`src/rtl/prog_mem_loader.sv`:
```
// prog_mem_loader
// ---------------
// A 16-word program memory that a host fills one byte at a time. Once it is
// loaded, the processor uses it as a single-port RAM.
//
// Life cycle:
//   S_CLEAR : 16 cycles. One word is zeroed per cycle, so every word that is
//             never loaded reads back as 0.
//   S_LOAD  : Host bytes are packed big-endian into 32-bit words. A word is
//             written when its 4th byte arrives, or early on LdLast, in which
//             case the missing low bytes are zero.
//   S_RUN   : The processor has read/write access. ProgLoaded = 1 here and
//             releases the processor from reset. Only Rst leaves this state.
//
// Ports:
//   Clk, Rst             clock, synchronous active-high reset
//   LdByte/LdValid/LdLast host byte stream; LdReady = byte accepted this cycle
//   Addr/En/RW/WData     processor access (RW: 0 = read, 1 = write)
//   Data                 registered read data, 1-cycle latency
//   ProgLoaded           high in S_RUN
//   WordCnt              words written during the load, 0..16
//   ParErr               (PMEM_PARITY_EN only) parity mismatch on the last read
//
// Build option: define PMEM_PARITY_EN to store an even-parity bit with every
// word and to add the ParErr output.

module prog_mem_loader #(
    parameter int D_WIDTH  = 32,
    parameter int SA_WIDTH = 4
) (
    input  logic                Clk,
    input  logic                Rst,
    input  logic [7:0]          LdByte,
    input  logic                LdValid,
    input  logic                LdLast,
    output logic                LdReady,
    input  logic [SA_WIDTH-1:0] Addr,
    input  logic                En,
    input  logic                RW,
    input  logic [D_WIDTH-1:0]  WData,
    output logic [D_WIDTH-1:0]  Data,
    output logic                ProgLoaded,
`ifdef PMEM_PARITY_EN
    output logic                ParErr,
`endif
    output logic [4:0]          WordCnt
);

    localparam int DEPTH = 1 << SA_WIDTH;

`ifdef PMEM_PARITY_EN
    localparam int M_WIDTH = D_WIDTH + 1;
`else
    localparam int M_WIDTH = D_WIDTH;
`endif

    typedef enum logic [1:0] {
        S_CLEAR = 2'd0,
        S_LOAD  = 2'd1,
        S_RUN   = 2'd2
    } state_t;

    state_t                state_q;
    logic [SA_WIDTH-1:0]   ClrPtr_q;
    logic [SA_WIDTH-1:0]   WrPtr_q;
    logic [1:0]            ByteCnt_q;
    logic [D_WIDTH-1:0]    Asm_q;
    logic [4:0]            WordCnt_q;
    logic                  LdReady_q;
    logic                  ProgLoaded_q;
    logic [D_WIDTH-1:0]    Data_q;
`ifdef PMEM_PARITY_EN
    logic                  ParErr_q;
`endif

    logic [M_WIDTH-1:0]    mem_q [DEPTH];

    logic [D_WIDTH-1:0]    AsmWord_d;
    logic                  accept;
    logic                  word_done;
    logic [4:0]            wc_next;
    logic                  mem_we;
    logic [SA_WIDTH-1:0]   mem_waddr;
    logic [D_WIDTH-1:0]    mem_wdata;
    logic [M_WIDTH-1:0]    rd_word;

    // LdReady_q is set only in S_LOAD, so it also gates acceptance. Bytes
    // offered in any other state are dropped.
    assign accept    = LdValid & LdReady_q;
    assign word_done = accept & ((ByteCnt_q == 2'd3) | LdLast);
    assign wc_next   = WordCnt_q + 5'd1;
    assign rd_word   = mem_q[Addr];

    // Merge the incoming byte into its big-endian lane. Asm_q keeps the lanes
    // that are not filled yet at zero, which also gives the LdLast padding.
    always_comb begin
        AsmWord_d = Asm_q;
        case (ByteCnt_q)
            2'd0:    AsmWord_d[31:24] = LdByte;
            2'd1:    AsmWord_d[23:16] = LdByte;
            2'd2:    AsmWord_d[15:8]  = LdByte;
            default: AsmWord_d[7:0]   = LdByte;
        endcase
    end

    // The memory has one write port, shared by the clear sweep, the loader
    // and processor writes. They cannot collide because each belongs to a
    // different state.
    always_comb begin
        mem_we    = 1'b0;
        mem_waddr = ClrPtr_q;
        mem_wdata = '0;
        if (!Rst) begin
            case (state_q)
                S_CLEAR: begin
                    mem_we    = 1'b1;
                    mem_waddr = ClrPtr_q;
                end
                S_LOAD: begin
                    if (word_done) begin
                        mem_we    = 1'b1;
                        mem_waddr = WrPtr_q;
                        mem_wdata = AsmWord_d;
                    end
                end
                S_RUN: begin
                    if (En && RW) begin
                        mem_we    = 1'b1;
                        mem_waddr = Addr;
                        mem_wdata = WData;
                    end
                end
                default: mem_we = 1'b0;
            endcase
        end
    end

    // Storage has no reset. The S_CLEAR sweep that follows every reset puts
    // it into a known state.
    always_ff @(posedge Clk) begin
        if (mem_we) begin
`ifdef PMEM_PARITY_EN
            mem_q[mem_waddr] <= {^mem_wdata, mem_wdata};
`else
            mem_q[mem_waddr] <= mem_wdata;
`endif
        end
    end

    always_ff @(posedge Clk) begin
        if (Rst) begin
            state_q      <= S_CLEAR;
            ClrPtr_q     <= '0;
            WrPtr_q      <= '0;
            ByteCnt_q    <= 2'd0;
            Asm_q        <= '0;
            WordCnt_q    <= 5'd0;
            LdReady_q    <= 1'b0;
            ProgLoaded_q <= 1'b0;
            Data_q       <= '0;
`ifdef PMEM_PARITY_EN
            ParErr_q     <= 1'b0;
`endif
        end else begin
            case (state_q)
                S_CLEAR: begin
                    ClrPtr_q <= ClrPtr_q + 1'b1;
                    if (ClrPtr_q == {SA_WIDTH{1'b1}}) begin
                        state_q   <= S_LOAD;
                        LdReady_q <= 1'b1;
                    end
                end
                S_LOAD: begin
                    if (accept) begin
                        if (word_done) begin
                            Asm_q     <= '0;
                            ByteCnt_q <= 2'd0;
                            WrPtr_q   <= WrPtr_q + 1'b1;
                            WordCnt_q <= wc_next;
                            // A full memory ends the load even without LdLast.
                            if (LdLast || (wc_next == 5'd16)) begin
                                state_q      <= S_RUN;
                                LdReady_q    <= 1'b0;
                                ProgLoaded_q <= 1'b1;
                            end
                        end else begin
                            Asm_q     <= AsmWord_d;
                            ByteCnt_q <= ByteCnt_q + 2'd1;
                        end
                    end
                end
                S_RUN: begin
                    if (En && !RW) begin
                        Data_q   <= rd_word[D_WIDTH-1:0];
`ifdef PMEM_PARITY_EN
                        // Even parity over the data bits plus the stored
                        // bit is 0 for a good word.
                        ParErr_q <= ^rd_word;
`endif
                    end
                end
                default: state_q <= S_CLEAR;
            endcase
        end
    end

    assign LdReady    = LdReady_q;
    assign ProgLoaded = ProgLoaded_q;
    assign WordCnt    = WordCnt_q;
    assign Data       = Data_q;
`ifdef PMEM_PARITY_EN
    assign ParErr     = ParErr_q;
`endif

endmodule
```
`config.mk`:
```
export PLATFORM = sky130hd
export DESIGN_NAME = prog_mem_loader
export DESIGN_NICKNAME = d
export VERILOG_FILES = /design/src/rtl/prog_mem_loader.sv
export SDC_FILE = /design/constraint.sdc
export NUM_CORES = 1
export LEC_CHECK = 0
export ABC_CLOCK_PERIOD_IN_PS = 4600
export CORE_ASPECT_RATIO = 1.2
export CORE_MARGIN = 3
export CORE_UTILIZATION = 44
export CTS_CLUSTER_SIZE = 10
export DETAILED_ROUTE_END_ITERATION = 12
export HOLD_SLACK_MARGIN = 0.1
export SLEW_MARGIN = 0
export SYNTH_ARGS = -nofsm -noshare
export SYNTH_HDL_FRONTEND = slang
export SYNTH_SLANG_ARGS = --single-unit
```
`constraint.sdc`:
```
create_clock -name Clk -period 4.6 [get_ports Clk]
set_clock_uncertainty 0.15 [all_clocks]
set_input_delay 0.46 -clock Clk [delete_from_list [all_inputs] [get_ports Clk]]
set_output_delay 0.46 -clock Clk [all_outputs]
set_load 0.05 [all_outputs]
```
==> results of run 1 <==
[worst paths after layout]
check | slack [ns] | end
min reg2reg | 0.31 | Asm_q[5]
max | 1.38 | mem_q[13][11]
min | 0.27 | Data[24]
max reg2reg | 1.38 | mem_q[13][25]
[routing by layer]
metal  vias up  track usage (%)
li1       5578                -
met1      6536            27.22
met2       416            34.56
met3        66            3.606
met4         0            6.532
met5         -                0
[cell usage after synthesis, drive strengths merged (2+ instances only)]
master / n / area [µm²]
edfxtp: 512 / 15370
nor2: 106 / 397.9
mux2: 96 / 1081
mux4: 96 / 2162
dfxtp: 83 / 1662
a22oi: 60 / 450.4
buf: 44 / 250.3
mux2i: 37 / 370.4
a21oi: 36 / 180.2
clkbuf: 36 / 135.1
o21ai: 35 / 175.2
nor3: 33 / 170.2
o22ai: 32 / 200.2
nor2b: 18 / 112.6
nand2: 13 / 48.80
ha: 12 / 150.1
and2: 8 / 50.05
inv: 7 / 26.28
nand3: 7 / 35.03
xor2: 7 / 61.31
nand2b: 6 / 37.54
nand4: 4 / 25.02
xnor2: 4 / 35.03
and3: 3 / 18.77
o2bb2ai: 3 / 26.28
a211oi: 2 / 15.01
a2bb2oi: 2 / 17.52
a41oi: 2 / 17.52
nand4b: 2 / 17.52
[cell type report]
type	count	area, µm²	area share, %
clock buffer	122	1999	7.216
clock inverter	4	42.54	0.1535
inverter	7	26.28	0.09483
multi-input combinational	639	6153	22.21
sequential	595	17040	61.48
tap	705	882.1	3.183
timing repair buffer	155	1569	5.662
[through the flow]
stage,power (mW),worst slack (ns),cell area [µm²],utilization [%]
after floorplan,6.891,0.8147,23460,-
after global placement,7.346,1.204,25660,48.77
after detailed placement,7.358,1.159,25660,48.77
after CTS,12.32,1.416,27710,52.67
after global routing,12.61,1.198,27710,52.67
final,12.21,1.377,27710,52.67
[flip-flops by register name, summed over array words and instances, names as in the netlist]
| name | count |
|---|---|
| Data | 32 |
| state_q | 2 |
| WrPtr_q | 4 |
| ByteCnt_q | 2 |
| mem_q | 512 |
| ProgLoaded | 1 |
| LdReady | 1 |
| Asm_q | 32 |
| WordCnt | 5 |
| ClrPtr_q | 4 |
[power groups by stage]
stage / registers [mW] / clock network [mW] / logic (mW)
after global routing: 6.19 / 5.28 / 1.14
after floorplan: 6.31 / 0 / 0.578
final: 6.17 / 4.97 / 1.06
after CTS: 6.17 / 5.06 / 1.08
after global placement: 6.28 / 0 / 1.07
after detailed placement: 6.28 / 0 / 1.07
[what timing repair did]
| item | 4_1_cts | 5_1_grt |
|---|---|---|
| buffers inserted | 0 | 0 |
| hold endpoints to repair | 5 | 0 |
| hold buffers | 1 | 0 |
[logic make-up (layout without fill, tap and decap cells)]
group	after synthesis	in the layout	synth area share, %
AOI/OAI and AO/OA	183	183	5.146
xor gates and xnor gates	11	11	0.4106
adders and majority gates	12	12	0.6399
muxes	229	229	15.40
and+or+nand+nor	204	204	4.037
DFF	595	595	72.61
buffers and inverters	87	288	1.755
[tightest hold or removal path, cell delays in order]
cell and delay [ns]:
buf_4 0.23, mux2i_1 0.18, o21ai_0 0.07
==> metrics.md, run 1 <==
| Metric | Value |
|---|---|
| Status | `complete, no violations` |
| Metal-1 WL | `between 20000 and 25000 µm` |
| FMAX | `between 0.3 and 0.4 GHz` |
| Synth unique cells | `47` |
| Slew HR | `between 20% and 30%` |
| Highest routed metal layer | `met4` |
| PD cells | `~440 nW/µm²` |
| Area Overhead vs Synth | `18.10%` |
| Avg Vias per Cell | `between 5 and 6` |
| Die footprint | `between 50000 and 60000 µm²` |
| CTS resizes | `0` |
| Routed via count | `roughly 13000` |
| RSZ-0062 raised after global routing | `false` |
| Core ar. | `~53000 µm²` |
| IO Port Bufs | `88` |
| GR Overflow Total | `0` |
| Initial Util | `44.60%` |
| Antenna diodes | `0` |
| FF-to-FF Start | `state_q[1]` |
| Arr. time, crit path | `approximately 3.3 ns` |
| Number of synthesized flops with an enable pin | `512` |
| Post-synthesis register bit count | `about 600` |
| Final min period | `3.223 ns` |
| Final hold slack | `around 0.27 ns` |
| Post-Syn Area per Cell | `17.76 µm²` |
| Seq pwr share | `50.6%` |
| WP buf/inv | `4` |
| Largest net degree at the start of global routing | `between 60 and 70` |
| GRT Total Usage | `around a fifth` |
| Max FO, Critical Path | `39` |
| Worst skew pair latency | `between 0.5 and 0.6 ns` |
| Row count | `92` |
| Die Y | `between 200 and 300 µm` |
| NetSw | `between 2 and 3 mW` |
| Dpl cells | `2100` |
| CTS tree | `yes` |
| Fin nets | `approximately 1500` |
| Buffer levels on the longest clock path | `3` |
| FFs w/ async S/R, synth | `0%` |
| First-pass GRT wire length | `around 85000 µm` |
| CP endpoint kind | `flop` |
| # H-tree levels | `3` |
| Gate Count Post-Synth | `between 1000 and 1500` |
| Crit path max-delay family | `buffers and inverters` |
| CP Class | `input port to flop` |
| Clk pin slew, worst setup/hold paths | `approximately 0.05 ns` |
| Cell breakdown of the critical path | `dlygate4sd3_1, buf_2, buf_4, nor2b_1, and3_1, a2111oi_4, nand2_1, nor2_4, buf_12` |
| Crit path largest cell delay | `0.52 ns` |
| Root buf cell | `clkbuf_16` |
| Combinational share of power | `~8.7%` |
| Initial DRC count | `approximately 1100` |
| Avg WL per Cell | `around 25 µm` |
| # fillers | `roughly 4200` |
| Worst path required time | `between 4 and 5 ns` |
| Routed met2 length | `between 20000 and 30000 µm` |
| YS warnings | `0` |
| Hold path cells | `3` |
| Most common cell after layout, fill and taps aside | `edfxtp_1` |
| DRC viols | `0` |
| Vias in the first global route | `13091` |
| Clock buffer count from CTS | `69` |
| Slowest CP cell | `dlygate4sd3_1` |
| Worst Hold Launch | `Addr[3]` |
| Start point of the critical path | `Rst` |
| Final max-slew violation count | `0` |
| Ratio of cells with drive above 1 in the final layout | `a little under a quarter` |
| Antenna violations before repair | `0` |
| Clock share of power | `about two fifths` |
| Pre-antenna DRT Iters | `5` |
| Netlist Area Pre-Place | `around 23000 µm²` |
| Worst reg-to-reg path cell count | `6` |
| Finished Layout Cells | `2227` |
| Mapped Nets | `~1400` |
| # setup viols final | `0` |
| Internal Power | `about 9.4 mW` |
| Clock sink total | `595` |
| Routed WL | `56700 µm` |
| Die width | `roughly 220 µm` |
| Worst Hold Class | `input port to flop` |
| Final ANT Viol Nets | `0` |
| Max-cap viol count | `0` |
| Cell depth of the worst setup path | `9` |
| Primary FF master, synth | `edfxtp_1` |
| Gpl congestion | `0.8129` |
| P_leak | `just under 10 nW` |
| HPWL Detailed | `33440 µm` |
| CP startpoint kind | `input port` |
| Commonest cells after routing, fill and taps aside | `edfxtp_1, mux2_2, mux4_2` |
| Switching Fraction | `22.90%` |
| Tcrit/Tclk final | `between 70% and 80%` |
| VDD IR max | `roughly 0.24 mV` |
| Top Ports | `89` |
| Met3 Wirelength | `3279 µm` |
| Post-synthesis sequential area ratio | `between 70 and 80%` |
| Worst Tran Pin Value | `between 1 and 1.5 ns` |
| Fin. Hold Viols | `0` |
| Fin Setup TNS | `0 ns` |
(Power assumes the default switching activity.)
==> inputs of run 2 (changes only) <==
ABC_CLOCK_PERIOD_IN_PS = 3300   (was 4600)
clock period = 3.3 ns   (was 4.6 ns; I/O delays follow)
==> run 2 against run 1 <==
Count of clock-buffer cells in the layout is 2 lower. Register-to-register slack got worse by 1.2 ns. Combinational power increased by 45%. Total power rose by 41%. Largest power group unchanged.
==> metrics.md, run 2 (synthesis gave the netlist of run 1 again) <==
| Metric | Value |
|---|---|
| FF-to-FF Start | `state_q[1]` |
| Die footprint | `56140 µm² (unchanged)` |
| Worst reg-to-reg path cell count | `8 (+2)` |
| Crit path to | `mem_q[2][17]` |
| Gpl congestion | `0.8107 (-0.27%)` |
| First-pass GRT wire length | `84970 µm (-0.40%)` |
| GR Overflow Total | `0 (unchanged)` |
| Worst path required time | `3.43 ns (-1.29 ns)` |
| Die width | `216.8 µm (unchanged)` |
| RSZ-0062 raised after global routing | `false` |
| Avg Vias per Cell | `5.586 (-1.2%)` |
| Pre-antenna DRT Iters | `5 (unchanged)` |
| Final min period | `roughly 3.1 ns` |
| # fillers | `4161 (-0.74%)` |
| Routed via count | `12562 (-0.27%)` |
| Post-CTS setup buffer count | `0 (unchanged)` |
| Most common cell after layout, fill and taps aside | `edfxtp_1` |
| Final ANT Viol Nets | `0 (unchanged)` |
| DP Worst Slack | `0.1353 ns (-1.024 ns)` |
| Clock buffer count from CTS | `70 (+1.4%)` |
| CTS resizes | `0 (unchanged)` |
| Tcrit/Tclk final | `slightly above 90%` |
| # setup viols final | `0 (unchanged)` |
| Multi-input gate area | `6153 µm² (unchanged)` |
| Fin nets | `1551 (+1.4%)` |
| Arr. time, crit path | `3.22 ns (-0.12 ns)` |
| VDD IR max | `0.3322 mV (+38%)` |
| Top Ports | `89 (unchanged)` |
| FMAX | `approximately 0.32 GHz` |
| Avg WL per Cell | `25.07 µm (-1.5%)` |
| Top reg by flops | `mem_q` |
| Die Y | `259.0 µm (unchanged)` |
| HPWL Detailed | `36610 µm (+9.5%)` |
| Antenna violations before repair | `1 (+1)` |
| Cell depth of the worst setup path | `8 (-1)` |
| Dpl cells | `2121 (+1.0%)` |
| Worst Hold Class | `input port to flop` |
| Antenna diodes | `0 (unchanged)` |
| Final worst slack | `0.2118 ns (-1.165 ns)` |
| Fin. Hold Viols | `0 (unchanged)` |
| Worst skew pair latency | `0.58 ns (about the same)` |
| # H-tree levels | `3 (unchanged)` |
| CP Class | `flop to flop` |
| Max reg flops | `512 (unchanged)` |
| Register area | `17040 µm² (unchanged)` |
| Slowest CP cell | `o2111a_2` |
| DRC viols | `0 (unchanged)` |
| Finished Layout Cells | `2249 (+0.99%)` |
| PD cells | `613.5 nW/µm² (+39%)` |
| Reg-to-Reg End | `mem_q[2][17]` |
| Initial DRC count | `978 (-7.6%)` |
| Max-cap viol count | `0 (unchanged)` |
| Crit path largest cell delay | `0.42 ns (-0.10 ns)` |
| Row count | `92 (unchanged)` |
| Area Overhead vs Synth | `19.13%` |
| Max FO, Critical Path | `14 (-64%)` |
| Crit path max-delay family | `compound AO/OA/AOI/OAI gates` |
| Initial Util | `44.60% (unchanged)` |
| Root buf cell | `clkbuf_16` |
| GRT Total Usage | `20.34% (-0.14 points)` |
| Core ar. | `52610 µm² (unchanged)` |
| Cell breakdown of the critical path | `inv_1, ha_1, o2111a_2, o31ai_1, a41oi_1, nand2_1, nor2_4, buf_12` |
| Status | `complete, no violations` |
| Largest net degree at the start of global routing | `45 (-35%)` |
| Buffer levels on the longest clock path | `3 (unchanged)` |
| IO Port Bufs | `88 (unchanged)` |
| CP startpoint kind | `flop` |
| Vias in the first global route | `13188 (+0.74%)` |
| Worst Tran Pin Value | `0.6165 ns (-0.5534 ns)` |
| Final max-slew violation count | `0 (unchanged)` |
| WP buf/inv | `2 (-2)` |
| P_leak | `10.08 nW (+1.4%)` |
| Clock sink total | `595 (unchanged)` |
| Tot Pwr | `17.15 mW (+41%)` |
| Clk pin slew, worst setup/hold paths | `0.05 ns (about the same)` |
| Commonest cells after routing, fill and taps aside | `edfxtp_1, mux2_2, mux4_2` |
| CP endpoint kind | `flop` |
| Start point of the critical path | `state_q[1]` |
| Ratio of cells with drive above 1 in the final layout | `25.13% (+1.2 points)` |
| Routed WL | `56380 µm (-0.57%)` |
| Final hold slack | `0.2054 ns (-0.06068 ns)` |
| CTS tree | `yes` |
| Worst reg2reg setup slack | `0.21 ns (-1.17 ns)` |
| Slew HR | `58.34% (+37 points)` |
-- run 2: layout make-up --
cell class / count / share of cell area [%]
Clock buffer: 120 / 7.243
Sequential cell: 595 / 60.95
Timing Repair Buffer: 176 / 6.356
Clock inverter: 7 / 0.1880
Multi-Input combinational cell: 639 / 22.01
Tap cell: 705 / 3.156
Inverter: 7 / 0.09400
-- run 2: worst min path at each step --
stage	from	depth (start not counted)	to	slack, ns
after detailed placement	Asm_q[2]	1	Asm_q[2]	0.29
after global placement	Asm_q[5]	1	Asm_q[5]	0.29
final	Addr[3]	3	Data[1]	0.21
after floorplan	Asm_q[0]	1	Asm_q[0]	0.28
after CTS	Addr[3]	3	Data[1]	0.17
after global routing	Addr[3]	3	Data[1]	0.21
-- run 2: what timing repair did --
item / in CTS / in global routing
endpoints found under the hold margin: 1 / 0
hold buffers: 1 / 0
setup endpoints to repair: 0 / 0
-- run 2: layer usage --
metal / vias to the layer above / GRT usage, % / part of all wire, %
li1: 5608 / - / -
met1: 6465 / 28.02 / 43
met2: 420 / 33.73 / 50
met3: 69 / 3.290 / 5.8
met4: 0 / 5.966 / 2.0
met5: - / 0 / 0
-- run 2: report_power, final --
part | internal (mW) | switching (mW)
Sequential | 8.49 | 0.117
Combinational | 0.602 | 0.941
Clock | 4.16 | 2.84
Total | 13.3 | 3.90
-- run 2: tightest hold or removal path: stages --
cell     delay [ns]
buf_4          0.22
mux2i_1        0.18
o21ai_0        0.10
-- run 2: metrics by stage --
stage	setup TNS (ns)	area (µm²)	util [%]
floorplan	-124.24	23480	-
global placement	0	25860	49.17
detailed placement	0	25860	49.17
CTS	0	27950	53.13
finish	0	27950	53.13
global route	0	27950	53.13
==> inputs of run 3 (changes only) <==
--- a/config.mk
+++ b/config.mk
@@ -10,3 +10,3 @@
 export CORE_MARGIN = 3
-export CORE_UTILIZATION = 44
+export CORE_UTILIZATION = 61
 export CTS_CLUSTER_SIZE = 10
@@ -14,2 +14,3 @@
 export HOLD_SLACK_MARGIN = 0.1
+export PLACE_DENSITY = 0.8
 export SLEW_MARGIN = 0
==> constraint.sdc (replaced) <==
create_clock -name Clk -period 3.3 [get_ports Clk]
set_clock_uncertainty 0.15 [all_clocks]
set_input_delay 0.66 -clock Clk [delete_from_list [all_inputs] [get_ports Clk]]
set_output_delay 0.66 -clock Clk [all_outputs]
set_load 0.1 [all_outputs]
==> run 3 against run 2 <==
Combinational power grew 5%. Final cell count shrank 9.2%. Via count grew 7.2%. Sequential cell count is the same. Maximum frequency grew 4.7%. Die area shrank 27%. Core utilization grew 20 points. Non-clock buffer count grew 19. Register-to-register slack gained 0.14 ns. Clock power shrank 1%. Design area shrank 0.83%. Count of clock-buffer cells in the layout grew 2.
==> metrics.md, run 3 (synthesis gave the netlist of run 1 again) <==
| Metric | Value |
|---|---|
| Status | `complete, no violations` |
| Die width | `185.0 µm (-15%)` |
| Reg-to-Reg End | `mem_q[10][8]` |
| NetSw | `4.022 mW (+3.2%)` |
| Gpl congestion | `0.8759 (+8.0%)` |
| Pre-antenna DRT Iters | `5 (unchanged)` |
| IO Port Bufs | `88 (unchanged)` |
| Clock sink total | `595 (unchanged)` |
| DRC viols | `0 (unchanged)` |
| Worst reg2reg setup slack | `0.35 ns (+0.14 ns)` |
| PD cells | `619.7 nW/µm² (+1.0%)` |
| M3 GR Usage | `5.179% (+1.9 points)` |
| VDD IR max | `0.4185 mV (+26%)` |
| Worst Tran Pin Value | `0.5551 ns (-0.06134 ns)` |
| Top reg by flops | `mem_q` |
| Clk pin slew, worst setup/hold paths | `0.05 ns (about the same)` |
| Seq pwr share | `50.2% (about the same)` |
| Slowest CP cell | `dfxtp_1` |
| Clock buffer count from CTS | `69 (-1.4%)` |
| Initial DRC count | `1826 (+87%)` |
| Max reg flops | `512 (unchanged)` |
| Fin nets | `1569 (+1.2%)` |
| Final ANT Viol Nets | `0 (unchanged)` |
| Post-route cell area | `27720 µm² (-0.83%)` |
| Area Overhead vs Synth | `18.15%` |
| Worst path required time | `3.43 ns (about the same)` |
| Row count | `78 (-15%)` |
| HPWL Detailed | `34180 µm (-6.6%)` |
| Final max-slew violation count | `0 (unchanged)` |
| Initial Util | `61.96% (+17 points)` |
| Avg WL per Cell | `28.13 µm (+12%)` |
| Avg Vias per Cell | `6.590 (+18%)` |
| Hold EP | `Asm_q[5]` |
| Core ar. | `37870 µm² (-28%)` |
| Worst reg-to-reg path cell count | `9 (+1)` |
| Top Ports | `89 (unchanged)` |
| Post-CTS setup buffer count | `0 (unchanged)` |
| Routed WL | `57470 µm (+1.9%)` |
| Worst skew pair latency | `0.59 ns (about the same)` |
| Routed via count | `13463 (+7.2%)` |
| Slew HR | `62.99% (+4.6 points)` |
| Hold path cells | `1 (-2)` |
| Fin Setup TNS | `0 ns (unchanged)` |
| # setup viols final | `0 (unchanged)` |
| First-pass GRT wire length | `87510 µm (+3.0%)` |
| Layer with the highest usage | `met2` |
| Crit path largest cell delay | `0.39 ns (-0.03 ns)` |
| Most common cell after layout, fill and taps aside | `edfxtp_1` |
| # H-tree levels | `3 (unchanged)` |
| Worst Hold Launch | `Asm_q[5]` |
| Ratio of cells with drive above 1 in the final layout | `28.34% (+3.2 points)` |
| Internal Power | `13.16 mW (-0.70%)` |
| Cell breakdown of the critical path | `inv_1, ha_1, nand2b_1, buf_4, o21ai_0, a41oi_1, nand2_1, nor2_4, buf_12` |
| Fin. Hold Viols | `0 (unchanged)` |
| Die footprint | `40860 µm² (-27%)` |
| Buffer levels on the longest clock path | `3 (unchanged)` |
| GRT Total Usage | `28.95% (+8.6 points)` |
| FF-to-FF Start | `state_q[0]` |
| Final min period | `2.949 ns (-0.1391 ns)` |
| Met2 usage | `44.59% (+11 points)` |
| Switching Fraction | `23.41% (+0.68 points)` |
| Placed cell areas | `25680 µm² (-0.70%)` |
| Vias in the first global route | `13687 (+3.8%)` |
| CTS resizes | `0 (unchanged)` |
| Largest net degree at the start of global routing | `60 (+33%)` |
| Antenna violations before repair | `1 (unchanged)` |
| Clock share of power | `40.4% (-0.4 points)` |
| Commonest cells after routing, fill and taps aside | `edfxtp_1, buf_4, mux2_2, mux4_2, nor2_1` |
| Arr. time, crit path | `3.08 ns (-0.14 ns)` |
| Antenna diodes | `0 (unchanged)` |
| Worst Hold Class | `flop to flop` |
| GRT met1 Usage | `42.19% (+14 points)` |
| Max-cap viol count | `0 (unchanged)` |
| CP endpoint kind | `flop` |
| CTS tree | `yes` |
| RSZ-0062 raised after global routing | `false` |
| Tcrit/Tclk final | `89.37% (-4.2 points)` |
| Die Y | `220.8 µm (-15%)` |
| Max FO, Critical Path | `37 (+23)` |
| GR Overflow Total | `0 (unchanged)` |
| CP startpoint kind | `flop` |
| P_leak | `10.25 nW (+1.7%)` |
| FMAX | `0.3391 GHz (+4.7%)` |
| CP Class | `flop to flop` |
| Root buf cell | `clkbuf_16` |
| Combinational share of power | `9.4% (+0.4 points)` |
| CTS hold repair buffers | `0 (-1)` |
run 3: cell count changes in the layout (fill, tap and decap cells not counted), sizes merged:
| cell | before | now |
|---|---|---|
| clkinv | 5 | 2 |
| inv | 9 | 10 |
| buf | 91 | 149 |
| dlygate4sd3 | 1 | 0 |
| clkbuf | 120 | 123 |
| clkdlybuf4s50 | 84 | 45 |
run 3: metal layers:
| metal | up-vias | share of wire, % |
|---|---|---|
| li1 | 5652 | - |
| met1 | 6757 | 38 |
| met2 | 901 | 48 |
| met3 | 151 | 10 |
| met4 | 2 | 3.5 |
| met5 | - | 0.030 |
run 3: power groups by stage:
stage	Combinational, mW	Sequential, mW	Clock, mW
after floorplan	0.854	8.86	0
after global placement	1.55	8.74	0
after detailed placement	1.58	8.76	0
after CTS	1.61	8.63	6.99
after global routing	1.71	8.65	7.29
final	1.62	8.63	6.93
run 3: worst max-delay path, delay by kind of cell (launching register included):
family / cells / cell delay (ns)
buffers and inverters: 3 / 0.65
adders and majority gates: 1 / 0.35
DFF: 1 / 0.39
and+or+nand+nor: 3 / 0.64
AOI/OAI and AO/OA: 2 / 0.44
run 3: final cells by class:
class                      count  area [µm²]
clock buffer                 122        1989
multi-input combinational    639        6152
inverter                       7       26.28
fill                        2133       10150
clock inverter                 5       46.29
tap                          480       600.6
timing repair buffer         195        1868
sequential                   595       17040
run 3: through the flow:
stage | setup WS [ns] | hold slack, ns | cells | utilization, % | power, mW
2_1_floorplan | 0.06924 | 0.2757 | 1321 | - | 9.713
3_3_place_gp | 0.1276 | 0.2996 | 1916 | 67.83 | 10.29
3_5_place_dp | 0.04769 | 0.2984 | 1916 | 67.83 | 10.34
4_1_cts | 0.3293 | 0.3133 | 2043 | 73.21 | 17.23
5_1_grt | 0.1035 | 0.3348 | 2043 | 73.21 | 17.66
6_report | 0.3509 | 0.3089 | 2043 | 73.21 | 17.18
run 3: worst max-delay path by stage:
stage                     from             to  slack (ns)
floorplan              Addr[0]    mem_q[2][0]        0.07
finish              state_q[0]   mem_q[10][8]        0.35
CTS                 state_q[0]  mem_q[10][22]        0.33
detailed placement     LdValid   mem_q[12][7]        0.05
global route        state_q[0]  mem_q[10][10]        0.10
global placement        LdLast   mem_q[12][8]        0.13
